--- src/rtl/ser_matrix_pkg.sv ---
// Shared types and constants for the serial matrix loader.
package ser_matrix_pkg;

   typedef enum logic [1:0] {IDLE, LOAD, PAR} state_t;

   localparam logic START_BIT  = 1'b0;
   localparam logic IDLE_LEVEL = 1'b1;

   // Bit counter width for an n-bit frame; never narrower than one bit.
   function automatic int cnt_width(input int n);
      return (n > 1) ? $clog2(n) : 1;
   endfunction

endpackage

--- src/rtl/ser_shift_buf.sv ---
// Row-major capture buffer with a running parity accumulator.
// Bit k of the frame lands at cap_q[N-1-k], so the vector maps directly
// onto a [0:ROWS-1][0:COLS-1] packed matrix with element [0][0] first.
module ser_shift_buf #(
   parameter int N  = 16,
   parameter int CW = 4
) (
   input  logic          clk,
   input  logic          rst,
   input  logic          clr,
   input  logic          we,
   input  logic [CW-1:0] idx,
   input  logic          din,
   output logic [N-1:0]  cap_q,
   output logic [N-1:0]  cap_nxt,
   output logic          par_q
);

   // Next buffer value, exposed so the final bit can commit on its own edge.
   always_comb begin
      cap_nxt = cap_q;
      for (int k = 0; k < N; k++) begin
         if (we && (idx == CW'(k))) cap_nxt[N-1-k] = din;
      end
   end

   // Buffer and parity state; a start bit clears both for the new frame.
   always_ff @(posedge clk) begin
      if (rst) begin
         cap_q <= '0;
         par_q <= 1'b0;
      end else if (clr) begin
         cap_q <= '0;
         par_q <= 1'b0;
      end else begin
         cap_q <= cap_nxt;
         if (we) par_q <= par_q ^ din;
      end
   end

endmodule

--- src/rtl/ser_matrix_loader.sv ---
// Start-bit-framed serial to ROWS x COLS matrix loader with optional
// even parity; L only changes on a good frame or on reset.
module ser_matrix_loader
   import ser_matrix_pkg::*;
#(
   parameter int ROWS      = 4,
   parameter int COLS      = 4,
   parameter int PARITY_EN = 0
) (
   input  logic                        CLK,
   input  logic                        RST,
   input  logic                        serIn,
   input  logic                        bitEn,
   output logic [0:ROWS-1][0:COLS-1]   L,
   output logic                        frameDone,
   output logic                        parErr,
   output logic                        busy
);

   localparam int N  = ROWS * COLS;
   localparam int CW = cnt_width(N);

   state_t         state;
   logic [CW-1:0]  cnt;
   logic [N-1:0]   cap_q;
   logic [N-1:0]   cap_nxt;
   logic           par_q;
   logic           start;
   logic           wr;

   assign start = bitEn && (state == IDLE) && (serIn == START_BIT);
   assign wr    = bitEn && (state == LOAD);

   ser_shift_buf #(.N(N), .CW(CW)) u_cap (
      .clk     (CLK),
      .rst     (RST),
      .clr     (start),
      .we      (wr),
      .idx     (cnt),
      .din     (serIn),
      .cap_q   (cap_q),
      .cap_nxt (cap_nxt),
      .par_q   (par_q)
   );

   // Frame FSM: counts data bits, checks parity and commits into L.
   always_ff @(posedge CLK) begin
      if (RST) begin
         state     <= IDLE;
         cnt       <= '0;
         L         <= '0;
         frameDone <= 1'b0;
         parErr    <= 1'b0;
         busy      <= 1'b0;
      end else begin
         frameDone <= 1'b0;
         parErr    <= 1'b0;
         if (bitEn) begin
            case (state)
               IDLE: begin
                  if (serIn == START_BIT) begin
                     state <= LOAD;
                     cnt   <= '0;
                     busy  <= 1'b1;
                  end
               end
               LOAD: begin
                  if (cnt == CW'(N-1)) begin
                     cnt <= '0;
                     if (PARITY_EN != 0) begin
                        state <= PAR;
                     end else begin
                        // final data bit is taken from the next-value path
                        L         <= cap_nxt;
                        frameDone <= 1'b1;
                        state     <= IDLE;
                        busy      <= 1'b0;
                     end
                  end else begin
                     cnt <= cnt + 1'b1;
                  end
               end
               PAR: begin
                  if ((par_q ^ serIn) == 1'b0) begin
                     L         <= cap_q;
                     frameDone <= 1'b1;
                  end else begin
                     parErr <= 1'b1;
                  end
                  state <= IDLE;
                  busy  <= 1'b0;
               end
               default: begin
                  state <= IDLE;
                  busy  <= 1'b0;
               end
            endcase
         end
      end
   end

endmodule

--- config.mk ---
export PLATFORM = sky130hd
export DESIGN_NAME = ser_matrix_loader
export DESIGN_NICKNAME = d
export VERILOG_FILES = /design/src/rtl/ser_matrix_pkg.sv /design/src/rtl/ser_shift_buf.sv /design/src/rtl/ser_matrix_loader.sv
export SDC_FILE = /design/constraint.sdc
export NUM_CORES = 1
export LEC_CHECK = 0
export BUFFER_PORTS_ARGS = -buffer_cell sky130_fd_sc_hd__buf_2
export CORE_MARGIN = 4
export CORE_UTILIZATION = 50
export CTS_CLUSTER_DIAMETER = 200
export DETAILED_ROUTE_END_ITERATION = 10
export PLACE_DENSITY = 0.75
export SLEW_MARGIN = 40
export SYNTH_ARGS = -nofsm -noshare
export SYNTH_HDL_FRONTEND = slang
export SYNTH_SLANG_ARGS = --single-unit
--- constraint.sdc ---
create_clock -name CLK -period 2.5 [get_ports CLK]
set_clock_uncertainty 0.05 [all_clocks]
set_input_delay 0.375 -clock CLK [delete_from_list [all_inputs] [get_ports CLK]]
set_output_delay 0.375 -clock CLK [all_outputs]
set_load 0.01 [all_outputs]
Yosys cells after proc, flatten, opt, wreduce, memory -nomap -nowiden:

Index checks and enable logic that the tools add are counted.

* input port bits: 4
* memory bits (read-only): 0
* register bits after elaboration: 42
* latch bits: 0
* RAM bits: 0
* output and inout port bits: 19
* memories: 0
* word-level logic and storage cells: 97

* bitwise operators: 4
* magnitude comparators: 0
* reduce and logical (&&, ||, !) cells: 29
* $add $sub $neg: 1
* multiply operators: 0
* shifts and indexed selects: 0
* equal/unequal tests: 20
* multiplexer cells: 32
* divide/modulo/power cells: 0

Operator list (count)
* == test 4 bit (second input constant): 8
* two-way mux 16 bit: 2
* one-hot mux 16 bit (2 select lines): 1
* two-way mux 1 bit: 21
* logical AND 1 bit: 19
* == test 4 x 3 -> 1 bit (second input constant): 4
* == test 4 x 2 -> 1 bit (second input constant): 2
* two-way mux 4 bit: 2
* one-hot mux 4 bit (2 select lines): 1
* AND reduction 3 bit: 2
* adder 4 x 1 -> 4 bit (second input constant): 1
* == test 4 x 1 -> 1 bit (second input constant): 1
* zero test 4 bit: 1
* two-way mux 2 bit: 2
* != test 2 bit (second input constant): 2
* one-hot mux 1 bit (2 select lines): 2
* one-hot mux 2 bit (2 select lines): 1
* AND reduction 4 bit: 1
* nonzero test 2 bit: 2
* OR reduction 2 bit: 2
* inverter 1 bit: 3
* OR reduction 3 bit: 1
* == test 2 x 1 -> 1 bit (second input constant): 1
* == test 2 bit (second input constant): 1
* other kinds (3): 3

Depth between registers and ports, before layout:

Gate-level depths: netlist of run 1.

* depth after elaboration: 6
* mapped depth: 6
* gate-level depth less buffers: 5

Hierarchy:

From an unflattened synthesis of run 1, not the netlist that was laid out.

* cell total of the unflattened synthesis: 203
* area total of the unflattened synthesis: 1955.6 sq um

By module, submodules not included
* ser_matrix_loader: cells each 104, area an instance 1019.7 sq um, seq. area each 440.4 sq um, instances 1
* ser_shift_buf: cells each 99, area an instance 935.9 sq um, seq. area each 340.3 sq um, instances 1

Least setup slack after synthesis of run 1:

No wires, ideal clock.

* kind: input port to flip-flop
* start: in bitEn
* end: reg cnt[3]
* path buffers: 1
* data required time: 2371 ps
* arrival: 1246 ps
* path slack: 1125 ps
* setup time: 79 ps
* cell stages on the path: 4
* cells stage by stage: buf_4 -> inv_2 -> or4_4 -> a211oi_2

* word-level cells in the longest chain between the ends: 1

Ends and longest elaborated chain
* start: declaration: line ser_matrix_loader.sv:13 `input logic bitEn,`
* AND reduction 3 bit (no source line)
* end signal: assignment: line ser_matrix_loader.sv:80 `cnt <= cnt + 1'b1;`
* end: declaration: line ser_matrix_loader.sv:24 `logic [CW-1:0] cnt;`

Every way passes these cells.
A chain may end at the register's enable or synchronous reset.

Final worst setup path of run 1:

* start: reg cnt[0]
* end: reg L[3] (netlist name)

* word-level cells in the longest chain between the ends: 5
* elaborated cells between the ends (all ways): 8
* those cells by class: 3 x eq/ne; 3 x mux; 2 x reduce/logical

Ends and longest elaborated chain
* == test 4 bit: line ser_shift_buf.sv:23 `if (we && (idx == CW'(k))) cap_nxt[N-1-k] = din;`
* logical AND 1 bit: line ser_shift_buf.sv:23
* two-way mux 1 bit: line ser_shift_buf.sv:23
* two-way mux 16 bit: line ser_matrix_loader.sv:68 `if (cnt == CW'(N-1)) begin`
* one-hot mux 16 bit (2 select lines): line ser_matrix_loader.sv:59 `case (state)`
* end signal: assignment: line ser_matrix_loader.sv:74 `L <= cap_nxt;`
* end signal: assignment: line ser_matrix_loader.sv:85 `L <= cap_q;`
* end: declaration: line ser_matrix_loader.sv:14 `output logic [0:ROWS-1][0:COLS-1] L,`

Parallel ways exist; a longest one is shown, timed or not. The select of a mux whose other input is x is not followed.

==> impl_metrics.yaml, run 1 <==
route:
  drt-initial-drc-count: 129
  routed_wl_mm: 3.63
  vias: 1413
  avgRoutedWirePerCell_microns: 14.8
  drc_errors: 0
  ant_nets: 0
  firstDrtPassIters: 5
  via_per_inst: 5.77
yosys:
  syn_inst: 188
  synth_nets: 196
  yosys.area.top_type: "dfxtp_1"
  synth_commonest_cells: "37 x dfxtp_1, 33 x a21oi_1, 32 x o21ai_0, 29 x nand3_1, 7 x inv_1"
  netlist_area_sq_um: 1610
  yosys.area_share.adder_pct: 3.11
  synth.area.mux_share_pct: 1.86
  ys.flop_type: "dfxtp_1"
  synth_area_leaders: "dfxtp_1 46%, a21oi_1 10%, o21ai_0 9.9%"
  synth-compound-area-share_pct: 24.5
  yosys.area_share.simple_pct: 17.5
  synth.most_common_cell: "dfxtp_1"
  yosysSeqAreaShare_pct: 46.0
  ys_async_sr_fraction_pct: 0
  postSynthAreaPerCell_sq_um: 8.57
  synth_seq_cells: 37
  yosysWarnings: 0
  synth_top_area_share_pct: 46.0
  synth_top_family_by_area: "compound AO/OA/AOI/OAI gates"
  synth-edff-count: 0
  synth-xor-area-share_pct: 0
  synth_cell_types: 31
final_layout:
  multiInputGateArea_sq_um: 759
  antennaDiodeCount: 0
  regArea_sq_um: 741
  area_delta_synth_final_pct: 8.55
  nets: 210
  drive_above_1_share_pct: 16.9
  fillers: 289
  instances_no_fill: 245
global_routing:
  grt_overflow: 0
  grt_pass1_vias: 1317
  antenna_found_initial: 0
  track_usage_pct: 18.8
  grt_max_degree: 23
  grt_pass1_wl_mm: 6.11
critical_path:
  crit_path_end_kind: "register"
  critPathKind: "reg -> reg"
  worstSetupStartpointType: "register"
  worstPathArrival_ps: 2040
  max_stage_delay_ps: 450
  slowest_stage: "nor2_1"
  critical_path_required_ps: 2650
  critPathMaxFanout: 22
  worstPathCellList: "ha_1 -> buf_4 -> inv_1 -> nor2_1 -> a211oi_1"
sta:
  fin_tns_setup_ps: 0
  final_hold_viol_count: 0
  max-slew-margin-rel_pct: 50.6
  worst_hold_slack_ps: 379
  fin_crit_sh_pct: 75.7
  rsz0062_at_grt: "false"
  min_period_ps: 1890
  drv_slew: 0
  setup_viol: 0
  worst_pin_slew_ps: 741
  timing.fmax_ghz: 0.528
die:
  initial_core_util_pct: 52.3
  die_x_microns: 64.8
  io_pins: 23
  fp.dieH_microns: 64.8
  die_area_sq_um: 4190
  core.rowCount: 20
  core_area_sq_um: 3080
clock_tree:
  cts_buffer_depth: 2
  clk_latency_ps: 330
  post-cts-setup-buffers: 0
  clock-sinks: 37
  cts_hold_buf: 0
  cts_resized: 0
  h-tree-depth: 2
  clk_pin_slew_ps: 100
  cts_buffers: 5
  cts_tree: "done"
  cts_root_buf: "clkbuf_4"
job:
  cap_violations: 0
place:
  dp.cells: 239
  io_buffers: 21
  routabilityCongestion: 0.833
  dp_hpwl_mm: 2.44
min_path:
  min_path_type: "in -> reg"
power:
  p_leak_nw: 0.620
  cellPowerDensity_nw_per_um2: 530
  ir_drop_mv: 0.341
  p_total_mw: 0.926
run_status:
  outcome: "completed"
## layer usage
layer / GRT usage (%) / share of wire (%) / up-vias
li1: - / - / 707
met1: 24.0 / 43 / 659
met2: 30.0 / 50 / 42
met3: 5.37 / 6.2 / 5
met4: 7.12 / 1.2 / 0
met5: 0 / 0 / -
## cell type report
| type | count | area share, % |
|---|---|---|
| Tap cell | 44 | 3.15 |
| Inverter | 8 | 1.72 |
| Multi-Input combinational cell | 127 | 43.5 |
| Clock buffer | 5 | 2.15 |
| Clock inverter | 1 | 0.286 |
| Sequential cell | 37 | 42.4 |
| Timing Repair Buffer | 23 | 6.87 |
## sequential cells by signal (all words and copies together) (netlist names)
signal	cells
frameDone	1
cnt	4
L	16
busy	1
u_cap.cap_q	15
## through the flow
step / util [%] / worst slack, ps / instance area [sq um]
CTS: 56.8 / 649 / 1750
global route: 56.8 / 463 / 1750
detailed placement: 55.4 / 657 / 1710
floorplan: - / 1120 / 1610
finish: 56.8 / 607 / 1750
global placement: 55.4 / 755 / 1710
## layout by cell type (no fill, tap or decap), types with 2 or more instances in the layout
cell	n
clkbuf_4	5
a21oi_1	33
a211oi_1	5
ha_1	4
inv_1	7
buf_2	21
dfxtp_1	37
nand4b_1	2
nand3_1	29
nand4_1	2
buf_4	2
and4b_1	2
nor2b_1	2
o21ai_0	32
mux2i_1	3
## kinds of logic after synthesis
family,after synthesis
adder cells (fa/ha/maj),4
AND/OR/NAND/NOR,46
flip-flops,37
AO/OA/AOI/OAI,73
other,1
multiplexers,3
buffers and inverters,24
## worst paths after layout
path         cells after the start  endpoint  slack (ps)    from
min reg2reg                      2     L[12]         430   L[12]
max                              5      L[3]         610  cnt[0]
max reg2reg                      5      L[3]         610  cnt[0]
min                              3    cnt[1]         380   bitEn
## power breakdown
part	total, mW	switching [mW]	internal [mW]	leakage [nW]
Sequential	0.598	0.00615	0.592	0.298
Combinational	0.0509	0.0376	0.0133	0.295
Clock	0.277	0.180	0.0976	0.0269
Total	0.926	0.224	0.703	0.620
## critical path: cells and delay by family (launching register included)
| family | cells | cell delay (ps) |
|---|---|---|
| AOI/OAI and AO/OA | 1 | 140 |
| adders and majority gates | 1 | 180 |
| buffers and inverters | 2 | 510 |
| DFF | 1 | 430 |
| and+or+nand+nor | 1 | 450 |
Power figures use the tool's default switching activity.
==> run 2: changes to the inputs <==
--- a/config.mk
+++ b/config.mk
@@ -5,6 +5,7 @@
 export SDC_FILE = /design/constraint.sdc
 export NUM_CORES = 1
 export LEC_CHECK = 0
+export ABC_AREA = 1
 export BUFFER_PORTS_ARGS = -buffer_cell sky130_fd_sc_hd__buf_2
 export CORE_MARGIN = 4
 export CORE_UTILIZATION = 50
==> constraint.sdc (replaced) <==
create_clock -name CLK -period 1.9 [get_ports CLK]
set_clock_uncertainty 0.05 [all_clocks]
set_input_delay 0.285 -clock CLK [delete_from_list [all_inputs] [get_ports CLK]]
set_output_delay 0.285 -clock CLK [all_outputs]
set_load 0.01 [all_outputs]
==> impl_metrics.yaml, run 2 <==
run_status:
  outcome: "completed"
power:
  pwr-share-comb_pct: 5.7
  p_leak_nw: 0.830
  clkPwrFrac_pct: 29.6
  p_sw_mw: 0.289
  p_int_mw: 0.927
  p_total_mw: 1.22
  ir_drop_mv: 0.387
  cellPowerDensity_nw_per_um2: 669
  swShare_pct: 23.7
  seq_power_share_pct: 64.7
final_layout:
  fillers: 315
  nets: 254
  reg_top3: "L x16, u_cap.cap_q x15, cnt x4"
  instances_no_fill: 289
  largest-register: "L"
  most-common-layout-cells: "72 x nand2_1, 37 x dfxtp_1, 35 x nand3_1, 23 x nor2_1, 21 x buf_2"
  drive_above_1_share_pct: 15.1
  final_cell_area_sq_um: 1820
  final_common_cell: "nand2_1"
  area_delta_synth_final_pct: 9.99
  largest_reg_flops: 16
  antennaDiodeCount: 0
place:
  routabilityCongestion: 0.858
  dp.cells: 283
  io_buffers: 21
  dpl-instance-area_sq_um: 1780
  dp_hpwl_mm: 2.43
yosys:
  synth_commonest_cells: "72 x nand2_1, 37 x dfxtp_1, 35 x nand3_1, 23 x nor2_1, 15 x inv_1"
  synth_seq_cells: 37
  netlist_area_sq_um: 1650
  postSynthAreaPerCell_sq_um: 7.41
  yosysWarnings: 0
  yosys.area.top_type: "dfxtp_1"
  synth_area_leaders: "dfxtp_1 45%, nand2_1 16%, nand3_1 11%"
  yosysSeqAreaShare_pct: 44.8
  ys_async_sr_fraction_pct: 0
  synth-edff-count: 0
  synth_nets: 231
  synth_cell_types: 22
  syn_inst: 223
  ys.flop_type: "dfxtp_1"
  synth_top_area_share_pct: 44.8
  synth.most_common_cell: "nand2_1"
sta:
  fin_crit_sh_pct: 85.6
  max-slew-margin-rel_pct: 60.4
  final_hold_viol_count: 0
  rsz0062_at_grt: "false"
  fin_tns_setup_ps: 0
  drv_slew: 0
  setup_viol: 0
  worst_pin_slew_ps: 593
  worst_hold_slack_ps: 108
  min_period_ps: 1630
  timing.fmax_ghz: 0.615
critical_path:
  reg2reg_depth: 6
  worstPathArrival_ps: 1860
  critPathMaxFanout: 15
  rrSetupSlack_ps: 270
  worstSetupStartpointType: "register"
  startpoint: "cnt[0]"
  crit_path_end_kind: "register"
  rr_endpoint: "L[8]"
  worstReg2RegStart: "cnt[0]"
  critical_path_required_ps: 2130
  critPathKind: "reg -> reg"
die:
  die_area_sq_um: 4290
  fp.dieH_microns: 65.5
  core.rowCount: 20
  initial_core_util_pct: 53.3
  io_pins: 23
  die_x_microns: 65.5
  core_area_sq_um: 3100
route:
  avgRoutedWirePerCell_microns: 11.4
  ant_nets: 0
  routed_wl_mm: 3.30
  vias: 1397
  firstDrtPassIters: 4
  via_per_inst: 4.83
  drt-initial-drc-count: 68
  drc_errors: 0
min_path:
  min_path_type: "in -> reg"
  hp-start: "RST"
  min_path_cells: 2
  hold_end: "cnt[1]"
clock_tree:
  cts_resized: 0
  cts_buffer_depth: 2
  clk_latency_ps: 340
  clk_pin_slew_ps: 100
  clock-sinks: 37
  h-tree-depth: 2
  cts_buffers: 5
  cts_hold_buf: 0
  cts_tree: "done"
  cts_root_buf: "clkbuf_4"
  post-cts-setup-buffers: 0
global_routing:
  grt_pass1_wl_mm: 5.79
  grt_pass1_vias: 1298
  grt_max_degree: 17
  track_usage_pct: 17.9
  grt_overflow: 0
  antenna_found_initial: 0
job:
  cap_violations: 0
-- run 2: layer usage --
metal  share of wire (%)  global-route usage [%]  vias up  routed length [microns]
met5                   0                       0        -                        0
met4                 2.5                    9.59        0                       84
met3                 5.7                    4.62       11                      188
met2                  44                    26.8       36                     1440
met1                  48                    23.3      599                     1590
li1                    -                       -      751                        -
-- run 2: power groups by stage --
| stage | clock network [mW] | logic (mW) | registers [mW] |
|---|---|---|---|
| final | 0.360 | 0.0695 | 0.787 |
| after floorplan | 0 | 0.0542 | 0.801 |
| after detailed placement | 0 | 0.0700 | 0.805 |
| after global routing | 0.413 | 0.0792 | 0.788 |
| after CTS | 0.380 | 0.0702 | 0.787 |
| after global placement | 0 | 0.0702 | 0.804 |
-- run 2: worst max path at each step --
stage	to	slack, ps	depth (start not counted)
after global placement	L[8]	300	6
after global routing	L[8]	130	6
after floorplan	L[15]	560	7
after CTS	L[8]	210	6
final	L[8]	270	6
after detailed placement	L[8]	240	6
-- run 2: cell type report --
class / count / area (sq um) / area share, %
well taps: 44 / 55.1 / 3.03
clock buffers: 5 / 37.5 / 2.06
repair buffers: 23 / 120 / 6.61
clock inverters: 1 / 5.00 / 0.275
inverters: 17 / 65.1 / 3.58
multi-input cells: 162 / 795 / 43.7
flip-flops and latches: 37 / 741 / 40.7
-- run 2: kinds of logic (layout without fill, tap and decap cells) --
kind of cell	Yosys count	count (layout)	synth area share, %
compound gates	20	20	7.95
flops	37	37	44.8
fa+ha+maj	4	4	3.03
other cells	1	1	0.227
buf+inv	24	46	7.11
simple gates	137	137	36.9
-- run 2: critical path: stages, from the launching register on --
cell and delay, ps:
dfxtp_1 360, ha_1 280, nand3_4 150, nor2_2 70, nor2_2 460, nand2_1 110, nand2_1 90
-- run 2: per-stage QoR --
step / setup slack, ps / utilization (%)
3_5_place_dp: 240 / 57.2
2_1_floorplan: 556 / -
5_1_grt: 131 / 58.6
4_1_cts: 214 / 58.6
6_report: 274 / 58.6
3_3_place_gp: 295 / 57.2
==> run 3: changes to the inputs <==
--- a/config.mk
+++ b/config.mk
@@ -7,6 +7,7 @@
 export LEC_CHECK = 0
 export ABC_AREA = 1
 export BUFFER_PORTS_ARGS = -buffer_cell sky130_fd_sc_hd__buf_2
+export CORE_ASPECT_RATIO = 0.7
 export CORE_MARGIN = 4
 export CORE_UTILIZATION = 50
 export CTS_CLUSTER_DIAMETER = 200
==> impl_metrics.yaml, run 3 (synthesis gave the netlist of run 2 again) <==
route:
  via_per_inst: 5.00
  routed_wl_mm: 3.39
  drt-initial-drc-count: 100
  ant_nets: 0
  avgRoutedWirePerCell_microns: 11.9
  drc_errors: 0
  firstDrtPassIters: 4
  vias: 1424
place:
  io_buffers: 21
  dp_hpwl_mm: 2.50
  routabilityCongestion: 0.849
critical_path:
  critical_path_required_ps: 2030
  max_stage_delay_ps: 420
  worstSetupStartpointType: "register"
  critPathKind: "reg -> reg"
  crit_top_cell: "nand3_1"
  slowest_stage: "dfxtp_1"
  critPathMaxFanout: 5
  rrSetupSlack_ps: 330
  reg2reg_depth: 6
  crit_path_end_kind: "register"
  worstPathArrival_ps: 1710
  worstReg2RegStart: "cnt[0]"
  rr_endpoint: "L[4]"
  worstPathCellList: "ha_1 -> inv_1 -> nor2_1 -> nand3_1 -> nand3_1 -> nand2_1"
global_routing:
  antenna_found_initial: 0
  grt_max_degree: 18
  grt_pass1_wl_mm: 5.87
  track_usage_pct: 17.1
  grt_pass1_vias: 1263
  grt_overflow: 0
die:
  die_x_microns: 76.7
  fp.dieH_microns: 56.1
  io_pins: 23
  core.rowCount: 17
  initial_core_util_pct: 52.2
  die_area_sq_um: 4300
  core_area_sq_um: 3170
final_layout:
  area_delta_synth_final_pct: 12.6
  largest-register: "L"
  antennaDiodeCount: 0
  nets: 255
  largest_reg_flops: 16
  most-common-layout-cells: "72 x nand2_1, 37 x dfxtp_1, 35 x nand3_1, 23 x nor2_1, 21 x buf_2"
  drive_above_1_share_pct: 15.4
  reg_top3: "L x16, u_cap.cap_q x15, cnt x4"
  final_common_cell: "nand2_1"
  final_util_pct: 58.7
sta:
  drv_slew: 0
  final_hold_viol_count: 0
  min_period_ps: 1570
  setup_viol: 0
  fin_crit_sh_pct: 82.8
  rsz0062_at_grt: "false"
  fin_tns_setup_ps: 0
  timing.fmax_ghz: 0.636
run_status:
  outcome: "completed"
clock_tree:
  clk_latency_ps: 290
  cts_resized: 0
  clock-sinks: 37
  cts_tree: "done"
  h-tree-depth: 2
  cts_hold_buf: 0
  cts_root_buf: "clkbuf_8"
  clk_pin_slew_ps: 70
  post-cts-setup-buffers: 0
  cts_buffer_depth: 2
  cts_buffers: 5
min_path:
  min_path_type: "in -> reg"
  hp-start: "RST"
  min_path_cells: 2
  hold_end: "L[0]"
job:
  cap_violations: 0
power:
  p_leak_nw: 0.853
  ir_drop_mv: 0.520
  cellPowerDensity_nw_per_um2: 753
==> run 3: cell types whose count changed in the layout (fill, tap and decap cells not counted) <==
cell,delta
clkbuf_4,-5
clkinv_2,-1
buf_4,+1
clkbuf_1,+1
clkbuf_8,+6
==> run 3: worst max-delay path, delay by kind of cell, from the launching register on <==
kind          cells  cell delay (ps)
simple gates      4              620
flops             1              420
fa+ha+maj         1              300
buf+inv           1               80
==> run 3: how the worst max path moves through the flow <==
stage          slack [ps]  cells after the start  endpoint    from
2_1_floorplan         560                      7     L[15]  cnt[0]
3_3_place_gp          340                      6      L[4]  cnt[1]
3_5_place_dp          350                      6      L[4]  cnt[0]
4_1_cts               330                      6      L[8]  cnt[0]
5_1_grt               110                      6      L[4]  cnt[0]
6_report              330                      6      L[4]  cnt[0]
==> run 3: area by class of cell <==
| cell class | instances | area [sq um] |
|---|---|---|
| Fill cell | 311 | 1310 |
| Multi-Input combinational cell | 162 | 795 |
| Sequential cell | 37 | 741 |
| Timing Repair Buffer | 24 | 128 |
| Clock buffer | 7 | 86.3 |
| Inverter | 17 | 65.1 |
| Tap cell | 38 | 47.5 |
==> run 3: through the flow <==
stage          cell area, sq um  setup WS, ps  hold slack [ps]  power (mW)  instances
3_3_place_gp               1780           341              383       0.875        278
3_5_place_dp               1780           347              385       0.876        278
6_report                   1860           327              181        1.40        285
2_1_floorplan              1650           556              304       0.855        223
4_1_cts                    1860           329              179        1.41        285
5_1_grt                    1860           115              187        1.46        285
==> run 3: power breakdown <==
part           internal, mW  total, mW  switching, mW
clock                 0.287      0.542          0.255
sequential            0.780      0.784        0.00428
combinational        0.0213     0.0748         0.0534
==> run 3: metal layers <==
metal  GRT usage (%)  wire length (microns)  part of all wire, %  vias up
li1                -                      -                    -      750
met1            23.4                   1770                   52      628
met2            25.7                   1370                   40       41
met3            4.85                    220                  6.5        5
met4            6.20                     39                  1.1        0
met5               0                      0                    0        -
